### config.mk
export PLATFORM = sky130hd
export DESIGN_NAME = cipher_out_fifo
export DESIGN_NICKNAME = d
export VERILOG_FILES = /design/src/rtl/trivium_pkg.sv /design/src/rtl/cipher_fifo_mem.sv /design/src/rtl/cipher_out_fifo.sv
export SDC_FILE = /design/constraint.sdc
export NUM_CORES = 2
export LEC_CHECK = 0
export BUFFER_PORTS_ARGS = -buffer_cell sky130_fd_sc_hd__buf_2
export CORE_AREA = 2 2 389 391
export DETAILED_ROUTE_END_ITERATION = 12
export DIE_AREA = 0 0 391 393
export PLACE_DENSITY = 0.7
export SYNTH_ARGS = -nofsm -noshare
export SYNTH_HDL_FRONTEND = slang
export SYNTH_SLANG_ARGS = --single-unit
### constraint.sdc
create_clock -name clk -period 4.4 [get_ports clk]
set_clock_uncertainty 0.15 [all_clocks]
set_input_delay 0.22 -clock clk [delete_from_list [all_inputs] [get_ports clk]]
set_output_delay 0.22 -clock clk [all_outputs]
set_load 0.005 [all_outputs]
### src/rtl/trivium_pkg.sv
// Shared types and constants for the Trivium cipher datapath blocks.
package trivium_pkg;

  typedef enum logic [1:0] {
    FC_EMPTY = 2'b00,
    FC_PART  = 2'b01,
    FC_FULL  = 2'b10,
    FC_OVF   = 2'b11
  } fifo_cnd_t;

  // Bit positions inside the core status register sign_reg.
  localparam int SIGN_MOVING    = 0;
  localparam int SIGN_READY     = 1;
  localparam int SIGN_ERROR     = 2;
  localparam int SIGN_TOTAL_RST = 3;

endpackage

### src/rtl/cipher_fifo_mem.sv
// DEPTH x 8 byte storage: one synchronous write port, one combinational read port, no reset.
module cipher_fifo_mem #(
  parameter int DEPTH = 256,
  parameter int AW    = $clog2(DEPTH)
) (
  input  logic          clk,
  input  logic          we,
  input  logic [AW-1:0] waddr,
  input  logic [7:0]    wdata,
  input  logic [AW-1:0] raddr,
  output logic [7:0]    rdata
);

  logic [7:0] mem_q [DEPTH];

  always_ff @(posedge clk) begin
    if (we) mem_q[waddr] <= wdata;
  end

  assign rdata = mem_q[raddr];

endmodule

### src/rtl/cipher_out_fifo.sv
// Output byte FIFO for the Trivium core: memory FIFO feeding a registered valid/ready stage,
// with fifo_cnd status fed back to the core so it can pause between bursts.
module cipher_out_fifo
  import trivium_pkg::*;
#(
  parameter int DEPTH = 256,
  parameter int AW    = $clog2(DEPTH)
) (
  input  logic          clk,
  input  logic          rst,
  input  logic [7:0]    stream,
  input  logic          wt_sgn,
  input  logic [7:0]    sign_reg,
  input  logic          clr,
  output logic [7:0]    out_data,
  output logic          out_valid,
  input  logic          out_ready,
  output logic [1:0]    fifo_cnd,
  output logic [AW+1:0] level,
  output logic          ovf
);

  localparam logic [AW:0] FULL_COUNT = (AW+1)'(DEPTH);

  logic [AW-1:0] wr_ptr_q, wr_ptr_d;
  logic [AW-1:0] rd_ptr_q, rd_ptr_d;
  logic [AW:0]   mem_count_q, mem_count_d;
  logic [7:0]    out_data_q, out_data_d;
  logic          out_valid_q, out_valid_d;
  logic          ovf_q, ovf_d;

  logic       flush, load, push_acc, mem_we;
  logic [7:0] mem_rdata;
  logic       unused_sign;
  fifo_cnd_t  cnd;

  assign flush       = clr | sign_reg[SIGN_TOTAL_RST];
  assign unused_sign = ^{sign_reg[7:4], sign_reg[2:0]};

  // A full memory can still take a byte when the output stage pops one on the same edge.
  assign load     = (!out_valid_q | out_ready) & (mem_count_q != '0);
  assign push_acc = wt_sgn & ((mem_count_q != FULL_COUNT) | load);
  assign mem_we   = push_acc & !flush;

  cipher_fifo_mem #(.DEPTH(DEPTH), .AW(AW)) u_mem (
    .clk   (clk),
    .we    (mem_we),
    .waddr (wr_ptr_q),
    .wdata (stream),
    .raddr (rd_ptr_q),
    .rdata (mem_rdata)
  );

  always_comb begin
    wr_ptr_d    = wr_ptr_q;
    rd_ptr_d    = rd_ptr_q;
    mem_count_d = mem_count_q;
    out_data_d  = out_data_q;
    out_valid_d = out_valid_q;
    ovf_d       = ovf_q;
    if (flush) begin
      wr_ptr_d    = '0;
      rd_ptr_d    = '0;
      mem_count_d = '0;
      out_valid_d = 1'b0;
      ovf_d       = 1'b0;
    end else begin
      if (push_acc) wr_ptr_d = wr_ptr_q + AW'(1);
      else if (wt_sgn) ovf_d = 1'b1;
      if (load) begin
        rd_ptr_d    = rd_ptr_q + AW'(1);
        out_data_d  = mem_rdata;
        out_valid_d = 1'b1;
      end else if (out_valid_q & out_ready) begin
        out_valid_d = 1'b0;
      end
      case ({push_acc, load})
        2'b10:   mem_count_d = mem_count_q + (AW+1)'(1);
        2'b01:   mem_count_d = mem_count_q - (AW+1)'(1);
        default: mem_count_d = mem_count_q;
      endcase
    end
  end

  always_ff @(posedge clk or negedge rst) begin
    if (!rst) begin
      wr_ptr_q    <= '0;
      rd_ptr_q    <= '0;
      mem_count_q <= '0;
      out_data_q  <= '0;
      out_valid_q <= 1'b0;
      ovf_q       <= 1'b0;
    end else begin
      wr_ptr_q    <= wr_ptr_d;
      rd_ptr_q    <= rd_ptr_d;
      mem_count_q <= mem_count_d;
      out_data_q  <= out_data_d;
      out_valid_q <= out_valid_d;
      ovf_q       <= ovf_d;
    end
  end

  assign level = (AW+2)'(mem_count_q) + (AW+2)'(out_valid_q);

  always_comb begin
    if (ovf_q)                          cnd = FC_OVF;
    else if (mem_count_q == FULL_COUNT) cnd = FC_FULL;
    else if (level == '0)               cnd = FC_EMPTY;
    else                                cnd = FC_PART;
  end

  assign fifo_cnd  = cnd;
  assign out_data  = out_data_q;
  assign out_valid = out_valid_q;
  assign ovf       = ovf_q;

endmodule

After elaboration in Yosys (flattened, before gate mapping)
Memories as Yosys holds them, arrays and structs flattened. A register that Yosys moved wholly into a read port is not among the register bits. Index checks and enable logic that the tools add are counted. Widths: inputs -> output; s select.

Register bits after elaboration: 27. Memory bits (writable): 2048. Memories kept: 1.

Add/subtract/negate cells: 5. Equality and inequality tests: 5. Multiplexer cells: 17. Bitwise logic cells: 8. Reductions and logical operators: 12.

Memories: u_mem.mem_q (depth 256, bits a word 8, read ports 1, clocked after memory_dff 1, write ports 1, line cipher_fifo_mem.sv:14) `logic [7:0] mem_q [DEPTH];`.

Operators with widths (count): $mux 8 (4); $pmux 9 s2 (1); $add 8x1->8 const B (2); $add 9x1->10 (1); $logic_not 10->1 (1); $add 9x1->9 const B (1); $eq 9x9->1 const B (1); $mux 1 (9); $mux 9 (1); $ne 9x9->1 const B (1); $reduce_bool 9->1 (1); $sub 9x1->9 const B (1); $reduce_bool 2->1 (3); $reduce_bool 3->1 (2); $and 1x1->1 (4); $mux 2 (2); $reduce_and 2->1 (2); $logic_not 1->1 (3); $or 1x1->1 (3); $eq 2x1->1 const B (1); $eq 2x2->1 const B (1); $ne 2x2->1 const B (1); $not 1->1 (1).

Longest topological paths before layout
Depth after elaboration: 8. Mapped depth: 13. Depth with buffers taken out: 12.

Cells and area by module
Synthesis repeated with hierarchy kept, for this count alone.

Cells, all modules: 3965. Area total of the unflattened synthesis: 81649.6 um2.

Modules (own cells, without submodules): cipher_fifo_mem (times used 1, cells each 3725, area an instance 79396.1 um2); cipher_out_fifo (times used 1, cells each 240, area an instance 2253.4 um2).

Worst setup path after synthesis
OpenSTA, ideal clock, no wires.

Path type: register to register. Start: reg mem_count_q[4]. End: reg mem_count_q[8]. Arrival time: 2.913 ns. Data required time: 4.162 ns. Setup slack: 1.249 ns. Cell stages (with the launch flop): 13. Path buffers: 1. Period minus slack after synthesis: 3.151 ns. Path through: dfrtp_1 buf_2 nor3_1 a41oi_2 nand2_2 xnor2_1 ha_1 or3_1 nor3_1 nor3_1 o21a_1 a211o_1 a41oi_1.

Longest elaborated chain between the ends: 7.

RTL lines: from (decl) (line cipher_out_fifo.sv:27) `logic [AW:0] mem_count_q, mem_count_d;`; from (signal assigned) (line cipher_out_fifo.sv:96) `mem_count_q <= mem_count_d;`; $reduce_bool 9->1 (line cipher_out_fifo.sv:41) `assign load = (!out_valid_q | out_ready) & (mem_count_q != '0);`; $and 1x1->1 (line cipher_out_fifo.sv:41); $or 1x1->1 (line cipher_out_fifo.sv:42) `assign push_acc = wt_sgn & ((mem_count_q != FULL_COUNT) | load);`; $and 1x1->1 (line cipher_out_fifo.sv:42); $eq 2x1->1 / $eq 2x2->1 (equally long branches) (line cipher_out_fifo.sv:77) `case ({push_acc, load})`; $pmux 9 s2 (line cipher_out_fifo.sv:77); $mux 9 (line cipher_out_fifo.sv:61) `if (flush) begin`.

Several ways; a longest one is shown, not always the timed one. A chain may end at the register's enable or synchronous reset.

Worst setup path after layout
Start: reg mem_count_q[3]. End: mem u_mem.mem_q[15][4] (enable).

Longest elaborated chain between the ends: 7.

RTL lines: $reduce_bool 9->1 (line cipher_out_fifo.sv:41); $and 1x1->1 (line cipher_out_fifo.sv:41); $or 1x1->1 * (line cipher_out_fifo.sv:42); $and 1x1->1 * (line cipher_out_fifo.sv:42); $and 1x1->1 * (line cipher_out_fifo.sv:43) `assign mem_we = push_acc & !flush;`; $mux 1 * (line cipher_fifo_mem.sv:17) `if (we) mem_q[waddr] <= wdata;`; $mux 1 (implied by the code) * (line cipher_fifo_mem.sv:17); to (decl) (line cipher_fifo_mem.sv:14).

Mark *: on every way between the ends. The rest lies on a longest branch, timed or not.

==> metrics.txt <==
pre-CTS WS=0.688 ns; Yosys top cell by area=edfxtp_1; die area=154,000 µm²; clk_lat worst skew=0.83 ns; Critical Path Sink=u_mem.mem_q[15][4]; reg2reg start=mem_count_q[3]; Yosys reg bits=2,083; VDD IR max=0.431 mV; crit-path cells=nor3_1 -> nand4_1 -> o21ai_1 -> nor4_1 -> buf_4 -> nand2_1 -> buf_4 -> nor2_1 -> buf_4; setup tns final=0 ns; syn nets=4,042; top_reg_cell synth=edfxtp_1; Worst setup startpoint=mem_count_q[3]; synthesized area=81,900 µm²; First DRT Iteration DRCs=5,319; flop-to-flop setup slack=0.63 ns; vias per inst=6.43; Clock Pin Slew Worst Setup and Hold Paths=0.06 ns; slowest CP cell=o21ai_1; Worst R2R End=u_mem.mem_q[15][4]; synthesized instance count=4,012; Initial Util=54.9%; clock root cell=clkbuf_16; worst rel slew slack=31.7%; sequential area share after synthesis=76.2%; Hold Buf Count CTS=15; RSZ-0062 raised after global routing=no; Critical Path AT=4.19 ns; vias in the first global route=40,947; status=finished clean; Async SR Flop Fraction=1.68%; number of flops mapped to enable cells by yosys=2,048; fin nets=4,302; row cnt=142; # Max-Cap Violations=0; final antenna-violating net count=0; Switch Pwr=0.00952 W; GRT Total Usage=25.6%; WS Path Type=register to register; H-tree depth=4; drt first pass iters=7; WL final=195,000 µm; Pwr Total=0.0421 W; io pins=43; DRC=0; initial antenna violation count=5; CP bufs+invs=3; Final setup viols=0; critical path data required time=4.82 ns; first-pass GRT wire length=282,000 µm; Hold WC Path Type=primary input to register; Worst Setup Start Kind=register; crit end category=register; CP max FO=12; setup repair bufs after CTS=0; Clk pwr share=38.1%; Period Utilization, post-route=85.8%; reg2reg path depth=9; CTS tree=yes; GP Congestion=0.851; Port Buffers=35; YS warnings=0; Syn Area/Cell=20.4 µm²; largest cells by area after synthesis=edfxtp_1, mux4_2, mux2i_1; CTS Buf Count=197; synth unique cells=64; layout cells sized above 1=23.6%; Int Pwr=0.0326 W; Sink Count=2,083; synthesis-to-finish area growth=12.0%; vias=40,956; Combinational Power Share=9.6%; Static Leakage=27.9 nW; crit path time final=3.77 ns; Worst-Margin Slew=1.03 ns; most used cell, CP=buf_4; most common cell in the netlist=edfxtp_1; die width=391 µm; Avg WL per Cell=30.5 µm; fmax=0.265 GHz; Pwr per Cell Area=459 nW/µm²; core area=149,000 µm²; die height=393 µm; sequential power share=52.3%; dpl hpwl=117,000 µm; Final WS setup=0.626 ns; gr ovfl total=0; Levels on crit path=9; Net Sw Frac=22.6%; max-slew violation count=0; # resized after CTS=0; cell family contributing the most delay on the critical path=simple AND/OR/NAND/NOR gates; max incr delay on CP=0.60 ns; Yosys top cell area share=75.1%; CTS Buffer Depth=3; pin count of the biggest net entering global routing=140; final hold violations=0; Commonest cells post-synth=edfxtp_1, mux4_2, nor2_1, mux2i_1, o221ai_1
==> per-stage QoR <==
| stage | utilization (%) | hold WS, ns | instance area [µm²] | std cells |
|---|---|---|---|---|
| after global routing | 61.4 | 0.286 | 91700 | 6373 |
| after CTS | 61.4 | 0.154 | 91700 | 6373 |
| after detailed placement | 57.3 | 0.274 | 85500 | 6002 |
| final | 61.4 | 0.199 | 91700 | 6374 |
| after global placement | 57.3 | 0.263 | 85500 | 6002 |
| after floorplan | - | -0.226 | 81900 | 4012 |
==> power groups by stage <==
stage	Combinational, W	Sequential (W)	Clock [W]
finish	0.00405	0.0220	0.0160
global placement	0.00401	0.0224	0
floorplan	0.00282	0.0223	0
detailed placement	0.00406	0.0224	0
global route	0.00431	0.0220	0.0169
CTS	0.00408	0.0220	0.0162
==> cells by family (layout without fill, tap and decap cells) <==
family | after synthesis | after routing | share of synthesized area, %
other | 0 | 1 | 0
adders and majority gates | 9 | 9 | 0.138
AOI/OAI and AO/OA | 356 | 356 | 3.09
muxes | 700 | 700 | 15.4
xor gates and xnor gates | 27 | 27 | 0.289
and+or+nand+nor | 579 | 579 | 3.09
DFF | 2083 | 2083 | 76.2
buffers and inverters | 258 | 675 | 1.82
==> worst min path at each step <==
stage                         start        endpoint  cells after the start
final                     out_ready       out_valid                      5
after global routing      out_ready       out_valid                      5
after CTS                 out_ready       out_valid                      5
after detailed placement        rst  mem_count_q[0]                      1
after global placement          rst  mem_count_q[0]                      1
after floorplan                 rst  mem_count_q[0]                      0
==> state kept, by name (all words and copies together) (netlist names) <==
| signal | count |
|---|---|
| rd_ptr_q | 8 |
| out_valid | 1 |
| u_mem.mem_q | 2048 |
| out_data | 8 |
| mem_count_q | 9 |
| wr_ptr_q | 8 |
| ovf | 1 |
==> metal layers <==
| metal | part of all wire [%] | track usage (%) | wire length [µm] | vias to the layer above |
|---|---|---|---|---|
| met1 | 40 | 35.8 | 77000 | 21468 |
| met4 | 3.4 | 9.01 | 6670 | 4 |
| met3 | 8.6 | 4.95 | 16700 | 326 |
| li1 | - | - | - | 17200 |
| met2 | 48 | 40.9 | 94300 | 1958 |
| met5 | 0.015 | 0 | 30 | - |
==> worst min-delay path, cell delays in order <==
cell and delay (ns):
dlygate4sd3_1 0.53, buf_2 0.10, nor2b_1 0.09, nor3_1 0.14, nor2_1 0.06
==> layout make-up <==
| type | count | area [µm²] |
|---|---|---|
| timing repair buffer | 306 | 2710 |
| multi-input combinational | 1671 | 18100 |
| antenna | 1 | 2.50 |
| inverter | 13 | 53.8 |
| clock buffer | 256 | 5220 |
| tap | 1944 | 2430 |
| clock inverter | 100 | 803 |
| fill | 10255 | 57600 |
| sequential | 2083 | 62400 |
==> cell usage in the layout (no fill, tap or decap), types with 8 or more instances in the layout <==
cell type	count
nor2_1	329
a211o_1	9
clkinv_1	39
xor2_1	11
a21oi_1	78
o211ai_1	16
nand4_1	11
clkbuf_16	200
buf_2	27
o21ai_0	30
mux4_2	446
and3_1	8
clkbuf_1	56
nand2_1	63
o221ai_1	112
or3_1	9
o22ai_1	59
bufinv_16	10
buf_4	226
edfxtp_1	2048
ha_1	9
nor3_1	45
nor4_1	35
clkinv_2	36
dfrtp_1	30
inv_1	11
nand2_2	22
buf_12	31
dlygate4sd3_1	14
xnor2_1	16
nand3_1	27
mux2i_1	252
No activity file was read; power rests on OpenSTA's default activity.
